<file path="config.mk">
export PLATFORM = sky130hd
export DESIGN_NAME = hazard_control_unit
export DESIGN_NICKNAME = d
export VERILOG_FILES = /design/src/rtl/hazard_control_unit_pkg.sv /design/src/rtl/hazard_control_unit_load_use_detect.sv /design/src/rtl/hazard_control_unit.sv
export SDC_FILE = /design/constraint.sdc
export NUM_CORES = 1
export LEC_CHECK = 0
export BUFFER_PORTS_ARGS = -buffer_cell sky130_fd_sc_hd__buf_2
export CORE_MARGIN = 2
export CORE_UTILIZATION = 30
export CTS_CLUSTER_SIZE = 16
export DETAILED_ROUTE_END_ITERATION = 6
export PLACE_DENSITY = 0.54
export SLEW_MARGIN = 20
export SYNTH_ARGS = -nofsm -noshare
export SYNTH_HDL_FRONTEND = slang
export SYNTH_SLANG_ARGS = --single-unit
</file>
<file path="constraint.sdc">
create_clock -name clk -period 3.7 [get_ports clk]
set_input_delay 0.37 -clock clk [delete_from_list [all_inputs] [get_ports clk]]
set_output_delay 0.37 -clock clk [all_outputs]
set_load 0.1 [all_outputs]
</file>
<file path="src/rtl/hazard_control_unit_pkg.sv">
// ============================================================================
// Module  : hazard_control_unit_pkg
// Purpose : Shared encodings for the hazard control unit (state, freeze limit).
// Revision: 1.0 - initial release
// ============================================================================
`default_nettype none

package hazard_control_unit_pkg;

  typedef enum logic {
    RUN    = 1'b0,
    FREEZE = 1'b1
  } hcu_state_t;

  localparam logic [7:0] FREEZE_LIMIT_DEFAULT = 8'd255;
  localparam logic [7:0] FREEZE_CNT_MAX       = 8'hFF;

  function automatic logic [7:0] sat_inc8(input logic [7:0] value);
    return (value == FREEZE_CNT_MAX) ? value : value + 8'd1;
  endfunction

endpackage

`default_nettype wire

</file>
<file path="src/rtl/hazard_control_unit_load_use_detect.sv">
// ============================================================================
// Module  : load_use_detect
// Purpose : Flags an ID-stage source that depends on a load still in EX.
// Revision: 1.0 - initial release
// ============================================================================
`default_nettype none

module load_use_detect (
  input  logic       exe_mem_read,
  input  logic [4:0] exe_addr,
  input  logic [4:0] id_addr1,
  input  logic [4:0] id_addr2,
  input  logic       id_uses1,
  input  logic       id_uses2,
  output logic       load_use
);

  logic match1;
  logic match2;

  always_comb begin
    match1   = id_uses1 && (id_addr1 == exe_addr);
    match2   = id_uses2 && (id_addr2 == exe_addr);
    // x0 is hard-wired zero, so a load targeting it never creates a dependency
    load_use = exe_mem_read && (exe_addr != 5'd0) && (match1 || match2);
  end

endmodule

`default_nettype wire

</file>
<file path="src/rtl/hazard_control_unit.sv">
// ============================================================================
// Module  : hazard_control_unit
// Purpose : Pipeline stall/flush/freeze control with a sticky freeze timeout.
//           Optional macro HAZARD_PERF_COUNT_EN adds stall/flush counters.
// Revision: 1.0 - initial release
// ============================================================================
`default_nettype none

module hazard_control_unit
  import hazard_control_unit_pkg::*;
#(
  parameter logic [7:0] FREEZE_LIMIT = FREEZE_LIMIT_DEFAULT
) (
  input  logic        clk,
  input  logic        reset,
  input  logic [4:0]  exe_addr,
  input  logic        exe_mem_read,
  input  logic [4:0]  id_addr1,
  input  logic [4:0]  id_addr2,
  input  logic        id_uses1,
  input  logic        id_uses2,
  input  logic        branch_taken,
  input  logic        dmem_busy,
  output logic        pc_write_en,
  output logic        if_id_write_en,
  output logic        id_ex_write_en,
  output logic        ex_mem_write_en,
  output logic        mem_wb_write_en,
  output logic        if_id_flush,
  output logic        id_ex_flush,
`ifdef HAZARD_PERF_COUNT_EN
  output logic [31:0] stall_cycles,
  output logic [31:0] flush_count,
`endif
  output logic        mem_timeout
);

  hcu_state_t state_q, state_d;
  logic       flush_pend_q, flush_pend_d;
  logic [7:0] freeze_cnt_q, freeze_cnt_d;
  logic       timeout_q, timeout_d;
  logic       load_use;

  load_use_detect u_load_use_detect (
    .exe_mem_read (exe_mem_read),
    .exe_addr     (exe_addr),
    .id_addr1     (id_addr1),
    .id_addr2     (id_addr2),
    .id_uses1     (id_uses1),
    .id_uses2     (id_uses2),
    .load_use     (load_use)
  );

  always_ff @(posedge clk) begin
    if (!reset) begin
      state_q      <= RUN;
      flush_pend_q <= 1'b0;
      freeze_cnt_q <= 8'd0;
      timeout_q    <= 1'b0;
    end else begin
      state_q      <= state_d;
      flush_pend_q <= flush_pend_d;
      freeze_cnt_q <= freeze_cnt_d;
      timeout_q    <= timeout_d;
    end
  end

  always_comb begin
    state_d         = state_q;
    flush_pend_d    = flush_pend_q;
    freeze_cnt_d    = freeze_cnt_q;
    timeout_d       = timeout_q;
    pc_write_en     = 1'b1;
    if_id_write_en  = 1'b1;
    id_ex_write_en  = 1'b1;
    ex_mem_write_en = 1'b1;
    mem_wb_write_en = 1'b1;
    if_id_flush     = 1'b0;
    id_ex_flush     = 1'b0;

    if (!reset) begin
      pc_write_en     = 1'b0;
      if_id_write_en  = 1'b0;
      id_ex_write_en  = 1'b0;
      ex_mem_write_en = 1'b0;
      mem_wb_write_en = 1'b0;
      if_id_flush     = 1'b1;
      id_ex_flush     = 1'b1;
    end else if (dmem_busy) begin
      pc_write_en     = 1'b0;
      if_id_write_en  = 1'b0;
      id_ex_write_en  = 1'b0;
      ex_mem_write_en = 1'b0;
      mem_wb_write_en = 1'b0;
      state_d         = FREEZE;
      // A branch resolved during a freeze must survive until the pipe moves
      flush_pend_d    = flush_pend_q | branch_taken;
      freeze_cnt_d    = (state_q == RUN) ? 8'd1 : sat_inc8(freeze_cnt_q);
      if (freeze_cnt_d >= FREEZE_LIMIT) begin
        timeout_d = 1'b1;
      end
    end else begin
      state_d      = RUN;
      flush_pend_d = 1'b0;
      freeze_cnt_d = 8'd0;
      if (branch_taken || flush_pend_q) begin
        if_id_flush = 1'b1;
        id_ex_flush = 1'b1;
      end else if (load_use) begin
        pc_write_en    = 1'b0;
        if_id_write_en = 1'b0;
        id_ex_flush    = 1'b1;
      end
    end
  end

  assign mem_timeout = timeout_q;

`ifdef HAZARD_PERF_COUNT_EN
  logic        frozen_cycle;
  logic        flush_applied;
  logic        load_use_stall;
  logic [31:0] stall_q;
  logic [31:0] flush_q;

  assign frozen_cycle   = reset && dmem_busy;
  assign flush_applied  = reset && !dmem_busy && (branch_taken || flush_pend_q);
  assign load_use_stall = reset && !dmem_busy && !(branch_taken || flush_pend_q) && load_use;

  always_ff @(posedge clk) begin
    if (!reset) begin
      stall_q <= 32'd0;
      flush_q <= 32'd0;
    end else begin
      if (frozen_cycle || load_use_stall) begin
        stall_q <= stall_q + 32'd1;
      end
      if (flush_applied) begin
        flush_q <= flush_q + 32'd1;
      end
    end
  end

  assign stall_cycles = stall_q;
  assign flush_count  = flush_q;
`endif

endmodule

`default_nettype wire

</file>
==> results.cfg <==
[status]
run_status = finished clean

[final_layout]
multiInputGateArea_um2 = 460
drive_gt1_frac = 0.354
fin_nets = 137
seq_area_um2 = 220
n_antenna_cell = 0
nFillCells = 247
syn_to_final_growth_pct = 26.0
fin_area_um2 = 891

[sta]
setup_violations = 0
slew_violations = 0
hold_violations = 0
tns_ns = 0
max_slew_margin = 0.674
rsz0062_at_grt = no
min_period_ns = 2.21
finalCritPeriodShare = 0.596
fmax_mhz = 453
tightest_slew_ns = 0.492
clock_skew_ns = 0.00587

[yosys]
synth.distinct_cells = 32
synth_top_area_cell = dfxtp_1
synth.most_common_cell = nor2_1
synth_commonest_cells = 12 x nor2_1, 11 x dfxtp_1, 11 x xnor2_1, 5 x nand2_1
synth_area_leaders = dfxtp_1 31%, xnor2_1 14%, nor2_1 6.4%
yosysWarnings = 0
synth_mux_area_frac = 0.0283
async_flop_share = 0
syn_avg_cell_area_um2 = 8.52
syn_area_um2 = 707
netlist_instances = 83
ys_seq_area_frac = 0.312
synth-compound-area-share = 0.168
synth_top_family_by_area = simple AND/OR/NAND/NOR gates
synth_edf_count = 0
yosys_most_used_dff = dfxtp_1
yosys.area_share.adder = 0.0177
syn_nets = 106
yosys.area_share.xor_xnor = 0.149
synth-simple-area-share = 0.288
ys_ff_latch = 11
yosys.area.top_type_share = 0.312

[critical_path]
crit_top_cell = buf_2
cp_top_family = buffers and inverters
timing.setup.critical_path_class = in -> out
crit_fanout = 3
cp.arrival_ns = 1.84
crit_buf_inv = 2
cp_slowest_cell = or4_1
critPathCaptureType = output port
path_cells = buf_2, or4_1, o211ai_1, o31a_1, buf_2
startpoint_type = primary input
cp-startpoint = exe_addr[1]
crit_required_ns = 3.33
reg2reg_from = freeze_cnt_q[0]
cp_slowest_stage_delay_ns = 0.53

[hold_path]
hold_path.class = in -> reg
hold_start = branch_taken

[placed_design]
place_congestion = 0.765
portBuffers = 29
hpwl_um = 1220
dpl_cell_area_um2 = 865

[global_route]
gr-total-overflow = 0
antenna_found_initial = 0
grt_pass1_vias = 653
grt_max_degree = 8
grt_usage = 0.131
grt_pass1_wl_um = 2620

[clocking]
cts_tree = done
htreeDepth = 1
path_clk_slew_ns = 0.07
clock-sinks = 11
postCtsSetupBuffers = 0
numCtsBuffers = 3
cts_root_buffer = clkbuf_4
cts-resized-gates = 0
hold_buffers = 0
clk_path_buf_depth = 2
clkLatencyLatePin_ns = 0.28

[drt]
drc = 0
antenna_left = 0
drtPass1Iterations = 5
drt-total-wl_um = 1500
routedWlPerCell_um = 10.6
initialDrtViolationCount = 22
vias_per_cell = 4.87
vias = 687

[die]
top_level_ports = 30
die_area_um2 = 2760
die_y_um = 52.5
die_x_um = 52.5
start_util = 0.320
coreArea_um2 = 2210
rows = 17

[pwr]
cellPowerDensity_nw_per_um2 = 314
p_leak_uw = 0.000353
irDropWorstVdd_v = 0.000164

[run]
cap_violations = 0
[cell type report]
cell class              instances  area share
multi-input cells              68       0.517
repair buffers                 29       0.163
flip-flops and latches         11       0.247
clock buffers                   4      0.0295
well taps                      28      0.0393
inverters                       1     0.00421
[metal layers]
metal	wire, um	GRT usage	vias to the layer above
met2	753	0.227	24
met5	0	0	-
met1	606	0.142	295
met4	41	0.0769	0
met3	100	0.0314	5
li1	-	-	363
[worst reg2reg max path: cells and delay by family (launching register included)]
kind                     cells  cell delay (ns)
multiplexers                 1             0.33
adder cells (fa/ha/maj)      1             0.28
flip-flops                   1             0.45
AND/OR/NAND/NOR              2             0.43
AO/OA/AOI/OAI                2             0.27
[placed cells by master (no fill, tap or decap), types with 2 or more instances in the layout]
| cell | synthesis | final |
|---|---|---|
| clkbuf_4 | 0 | 3 |
| a211oi_2 | 2 | 2 |
| a21oi_1 | 4 | 4 |
| nand2_1 | 5 | 5 |
| a31oi_1 | 2 | 2 |
| xnor2_1 | 11 | 11 |
| nand3_1 | 2 | 2 |
| nor2_1 | 12 | 12 |
| buf_2 | 0 | 29 |
| mux2i_1 | 2 | 2 |
| nor3_1 | 4 | 4 |
| dfxtp_1 | 11 | 11 |
| nor3b_1 | 2 | 2 |
| nand4_1 | 2 | 2 |
| nand2_2 | 2 | 2 |
| o22ai_1 | 2 | 2 |
[flip-flops by register name, summed over array words and instances, names as in the netlist]
register,flops
mem_timeout,1
state_q,1
freeze_cnt_q,8
flush_pend_q,1
[metrics by stage]
step / hold slack, ns / setup WS (ns) / utilization / cells / total power (uW)
finish: 0.344 / 1.49 / 0.403 / 141 / 279
global route: 0.371 / 1.41 / 0.403 / 141 / 295
CTS: 0.347 / 1.47 / 0.403 / 141 / 282
detailed placement: 0.419 / 1.47 / 0.391 / 137 / 198
global placement: 0.418 / 1.51 / 0.391 / 137 / 197
floorplan: 0.406 / 0.0826 / - / 83 / 179
[kinds of logic (layout without fill, tap and decap cells)]
group                      count (synthesis)  count (layout)
and+or+nand+nor                           37              37
AOI/OAI and AO/OA                         16              16
xor gates and xnor gates                  12              12
DFF                                       11              11
buffers and inverters                      4              34
muxes                                      2               2
adders and majority gates                  1               1
[path summary, 6_finish.rpt]
kind,cells after the start,slack [ns],to
setup / recovery,5,1.49,pc_write_en
hold / removal,3,0.34,flush_pend_q
setup reg to reg,6,1.85,mem_timeout
hold reg to reg,1,0.43,freeze_cnt_q[0]
[where the power goes]
group          internal (uW)  total (uW)  switching, uW  leakage, uW
registers                120         122           1.81    0.0000893
logic                   21.7        72.2           50.4     0.000249
clock network           41.9        85.2           43.3    0.0000150
total                    184         279           95.5     0.000353
No activity file was read; power rests on OpenSTA's default activity.
